[src/rtl/uart_frame_parser.sv]
// Frame parser behind the UART RX FIFO: finds SYNC/LEN/payload/CHK frames and
// streams the payload as 16-bit little-endian samples over valid/ready.
module uart_frame_parser #(
    parameter int          N    = 4,
    parameter logic [7:0]  SYNC = 8'hA5
) (
    input  logic                       clk,
    input  logic                       rst,
    input  logic [N-1:0][7:0]          fifo_data,
    input  logic [$clog2(N+1)-1:0]     fifo_can_pop,
    output logic [$clog2(N+1)-1:0]     fifo_pop,
    output logic [15:0]                sample_data,
    output logic                       sample_valid,
    input  logic                       sample_ready,
    output logic                       sample_last,
    output logic                       frame_ok,
    output logic                       frame_err,
    output logic                       busy
);

    localparam int PW = $clog2(N+1);

    typedef enum logic [1:0] {
        ST_HUNT,
        ST_LEN,
        ST_PAYLOAD,
        ST_CHK
    } state_t;

    state_t          state_q, state_d;
    logic [7:0]      cnt_q, cnt_d;
    logic [7:0]      chk_q, chk_d;
    logic [15:0]     sdata_q, sdata_d;
    logic            svalid_q, svalid_d;
    logic            slast_q, slast_d;
    logic            ok_q, ok_d;
    logic            err_q, err_d;
    logic [PW-1:0]   pop_c;
    logic            slot_free;

    // Only the two oldest bytes of the window are ever consumed.
    if (N > 2) begin : g_unused_hi
        logic unused_hi;
        assign unused_hi = ^fifo_data[N-1:2];
    end

    assign slot_free = !svalid_q || sample_ready;

    always_ff @(posedge clk or posedge rst) begin
        if (rst) begin
            state_q  <= ST_HUNT;
            cnt_q    <= '0;
            chk_q    <= '0;
            sdata_q  <= '0;
            svalid_q <= 1'b0;
            slast_q  <= 1'b0;
            ok_q     <= 1'b0;
            err_q    <= 1'b0;
        end else begin
            state_q  <= state_d;
            cnt_q    <= cnt_d;
            chk_q    <= chk_d;
            sdata_q  <= sdata_d;
            svalid_q <= svalid_d;
            slast_q  <= slast_d;
            ok_q     <= ok_d;
            err_q    <= err_d;
        end
    end

    always_comb begin
        state_d  = state_q;
        cnt_d    = cnt_q;
        chk_d    = chk_q;
        sdata_d  = sdata_q;
        svalid_d = svalid_q;
        slast_d  = slast_q;
        ok_d     = 1'b0;
        err_d    = 1'b0;
        pop_c    = '0;

        if (svalid_q && sample_ready) begin
            svalid_d = 1'b0;
            slast_d  = 1'b0;
        end

        case (state_q)
            ST_HUNT: begin
                if (fifo_can_pop >= PW'(1)) begin
                    pop_c = PW'(1);
                    if (fifo_data[0] == SYNC) state_d = ST_LEN;
                end
            end
            ST_LEN: begin
                if (fifo_can_pop >= PW'(1)) begin
                    pop_c = PW'(1);
                    if (fifo_data[0] == 8'h00) begin
                        state_d = ST_HUNT;
                    end else begin
                        cnt_d   = fifo_data[0];
                        chk_d   = fifo_data[0];
                        state_d = ST_PAYLOAD;
                    end
                end
            end
            ST_PAYLOAD: begin
                // A pop overrides the handshake clear above, giving one sample per cycle.
                if (fifo_can_pop >= PW'(2) && slot_free) begin
                    pop_c    = PW'(2);
                    sdata_d  = {fifo_data[1], fifo_data[0]};
                    chk_d    = chk_q ^ fifo_data[0] ^ fifo_data[1];
                    cnt_d    = cnt_q - 8'd1;
                    svalid_d = 1'b1;
                    slast_d  = (cnt_q == 8'd1);
                    if (cnt_q == 8'd1) state_d = ST_CHK;
                end
            end
            ST_CHK: begin
                if (fifo_can_pop >= PW'(1)) begin
                    pop_c   = PW'(1);
                    ok_d    = (fifo_data[0] == chk_q);
                    err_d   = (fifo_data[0] != chk_q);
                    state_d = ST_HUNT;
                end
            end
            default: state_d = ST_HUNT;
        endcase
    end

    assign fifo_pop     = rst ? '0 : pop_c;
    assign sample_data  = sdata_q;
    assign sample_valid = svalid_q;
    assign sample_last  = slast_q;
    assign frame_ok     = ok_q;
    assign frame_err    = err_q;
    assign busy         = (state_q != ST_HUNT);

endmodule

[config.mk]
export PLATFORM = sky130hd
export DESIGN_NAME = uart_frame_parser
export DESIGN_NICKNAME = d
export VERILOG_FILES = /design/src/rtl/uart_frame_parser.sv
export SDC_FILE = /design/constraint.sdc
export NUM_CORES = 1
export LEC_CHECK = 0
export CORE_ASPECT_RATIO = 0.9
export CORE_MARGIN = 2
export CORE_UTILIZATION = 25
export CTS_CLUSTER_DIAMETER = 30
export DETAILED_ROUTE_END_ITERATION = 8
export PLACE_DENSITY = 0.58
export SYNTH_ARGS = -nofsm -noshare
export SYNTH_HDL_FRONTEND = slang
export SYNTH_SLANG_ARGS = --single-unit
[constraint.sdc]
create_clock -name clk -period 2.7 [get_ports clk]
set_clock_uncertainty 0.15 [all_clocks]
set_input_delay 0.675 -clock clk [delete_from_list [all_inputs] [get_ports clk]]
set_output_delay 0.675 -clock clk [all_outputs]
set_load 0.005 [all_outputs]
==> impl_results.md <==
* # Max-Cap Violations at 0
* Sw frac at 0.383
* Post-Layout Cell Count at 434
* Worst slew pin tran at 569 ps
* Final Max Slew Viols at 0
* Routed wire length at 5860 µm
* Hold Buf Count CTS at 0
* Die footprint at 9580 µm²
* Worst setup SP type: primary input
* Setup Crit Path Kind: in2out
* GR Util met2 at 0.201
* Total congestion overflow at 0
* Initial antenna violation count at 0
* Clk network pwr share at 0.154
* Die Ht at 93.0 µm
* Path depth of the worst reg2reg path at 7
* Routability cong. at 0.839
* Leak Pwr at 1.30 nW
* Grt peak-use layer: met2
* Total Neg Setup Slack at 0 ps
* Synth unique cells at 39
* GR Util All Layers at 0.126
* Input/output buffers at 44
* Share of layout cells above drive strength 1 at 0.152
* Placed insts at 425
* Met3 GRT Util at 0.0247
* CTS root buf: clkbuf_8
* Slew HR at 0.617
* Vias/cell at 4.65
* Yosys top cell area share at 0.432
* Seq cells post-synth at 38
* Gate power share at 0.470
* Pwr Density at 911 nW/µm²
* Sw Pwr at 1.04 mW
* Post-synthesis sequential area ratio at 0.432
* Syn Area/Cell at 8.50 µm²
* H-Tree Depth at 2
* Largest net degree at the start of global routing at 39
* Syn nets at 299
* Internal power at 1.69 mW
* Design Area, Final at 3000 µm²
* Iter 0 DRT Violations at 65
* Die Wd at 103 µm
* Clk_lat worst skew at 290 ps
* Final period util at 0.975
* Vias in the first global route at 1908
* Inserted Diodes at 0
* Cell count after synthesis at 259
* CP endpoint kind: primary output
* Post-layout nets at 354
* Sequential power share at 0.375
* HPWL after DPL at 4190 µm
* Vias post-DR at 2016
* Total CTS buffers at 5
* Hold Crit Depth at 2
* Synth-to-layout area growth at 36.1%
* Reg2reg end: chk_q[2]$_DFFE_PP0P_
* Fin worst setup slack at 67.2 ps
* Unrepaired setup endpoints after global routing: no
* CTS tree: yes
* DP Area at 2870 µm²
* Worst hold start: sample_data[4]$_DFFE_PP0P_
* Worst-path clk slew at 80 ps
* Outcome: finished, final reports clean
* Area leader, netlist: dfrtp_1
* Worst R2R Start: state_q[0]$_DFFE_PP0P_
* DRC at 0
* Final hold viol count at 0
* Highest Clock Rate at 380 MHz
* Syn Std Cell Area at 2200 µm²
* Endpoint of the worst hold path: sample_data[4]$_DFFE_PP0P_
* Final setup viols at 0
* WP data arrival at 1810 ps
* Clock Path Buffers at 2
* WL/cell at 13.5 µm
* Top cells by area, synth: dfrtp_1, nand2_1, a21oi_1
* Final antenna-violating net count at 0
* CP required at 1880 ps
* DP Worst Slack at -405 ps
* Num rows at 32
* First-pass GRT wire length at 9360 µm
* Max IR drop VDD at 0.316 mV
* Core area at 8570 µm²
* I/O pin cnt at 62
* Post-route minimum period at 2630 ps
* Starting Density at 0.257
* First-pass detailed-route iteration total at 4
* CP max FO at 3
* Min-delay worst type: reg2reg
* Setup slack, reg-to-reg at 780 ps
* Num Clock Sinks at 38
* M1 GR Usage at 0.175
* Total Power at 2.73 mW
* Synth warn at 0
[cell usage after synthesis (all sizes together)]
cell and count:
a211o 1, nand4b 10, or2b 1, dfrtp 38, clkbuf 8, mux2i 5
o31ai 6, and2b 1, ha 2, buf 14, or2 3, or3 1
xor2 8, a211oi 2, nor2 20, nor4 5, mux2 3, nor3 15
or3b 1, nand2 54, conb 1, o21ai 15, a21o 2, o211a 1
nand3 9, o22a 4, nand3b 1, a21oi 19, inv 3, o211ai 1
a31oi 1, nand2b 2, nand4 2
[flip-flops by register name, summed over array words and instances (netlist names), named ones only]
register	cells
frame_err	1
sample_last	1
cnt_q	8
chk_q	8
state_q	1
sample_valid	1
frame_ok	1
sample_data	16
[layout by cell type (no fill, tap or decap), types with 2 or more instances in the layout]
master | Yosys | layout
a21o_1 | 2 | 2
inv_1 | 3 | 3
nor2_1 | 20 | 19
xor2_1 | 8 | 8
nand4_1 | 2 | 2
buf_4 | 2 | 25
o21ai_0 | 15 | 14
o31ai_1 | 6 | 6
ha_1 | 2 | 2
nor4_1 | 3 | 3
mux2i_1 | 5 | 5
clkbuf_8 | 0 | 6
dfrtp_1 | 38 | 38
mux2_2 | 3 | 3
nand4b_1 | 10 | 10
nand3_1 | 9 | 9
clkdlybuf4s50_1 | 0 | 41
o22a_1 | 4 | 4
a21oi_1 | 19 | 19
nor3_1 | 15 | 14
nand2_1 | 54 | 54
[power groups by stage]
stage / logic (mW) / registers [mW] / clock network (mW)
after floorplan: 0.745 / 1.01 / 0
after global placement: 1.26 / 1.02 / 0
after detailed placement: 1.29 / 1.03 / 0
after CTS: 1.29 / 1.03 / 0.435
after global routing: 1.44 / 1.06 / 0.455
final: 1.28 / 1.02 / 0.421
[worst max-delay path: stages]
cell and delay, ps:
clkdlybuf4s50_1 440, buf_4 160, nor3_2 200, nor3_1 70
dlygate4sd2_1 260
[metal layers]
layer / up-vias / routed length, µm
met4: 0 / 63
met5: - / 0
met3: 8 / 238
li1: 1006 / -
met1: 960 / 2860
met2: 42 / 2700
[cells by family (layout without fill, tap and decap cells)]
family / after synthesis / in the layout / synth area share
AND/OR/NAND/NOR: 125 / 125 / 0.282
adder cells (fa/ha/maj): 2 / 2 / 0.0114
XOR/XNOR: 8 / 8 / 0.0318
other: 1 / 1 / 0.00170
multiplexers: 8 / 8 / 0.0381
flip-flops: 38 / 38 / 0.432
buffers and inverters: 25 / 81 / 0.0585
AO/OA/AOI/OAI: 52 / 52 / 0.144
[area by class of cell]
type	instances	area, µm²
clock inverter	1	5.00
multi-input combinational	196	1140
tap	119	149
timing repair buffer	70	651
clock buffer	7	86.3
inverter	3	11.3
sequential	38	951
fill	913	5570
[what timing repair did]
action                                  CTS  global route
endpoints found under the setup margin    2             1
resized for setup                         7             4
setup buffers                             0             1
[worst max-delay path by stage]
stage                              to  cells past startpoint             from
final                     fifo_pop[0]                      5  fifo_can_pop[1]
after global routing      fifo_pop[0]                      5  fifo_can_pop[1]
after CTS                 fifo_pop[1]                      6     sample_ready
after detailed placement  fifo_pop[1]                      6     sample_ready
after global placement    fifo_pop[1]                      6     sample_ready
after floorplan           fifo_pop[1]                      5     sample_ready
[metrics by stage]
stage / hold WS, ps / utilization
floorplan: 320 / -
finish: 327 / 0.350
CTS: 331 / 0.348
global placement: 311 / 0.335
detailed placement: 311 / 0.335
global route: 358 / 0.350
Note: power is estimated with default switching activity, not from simulation.
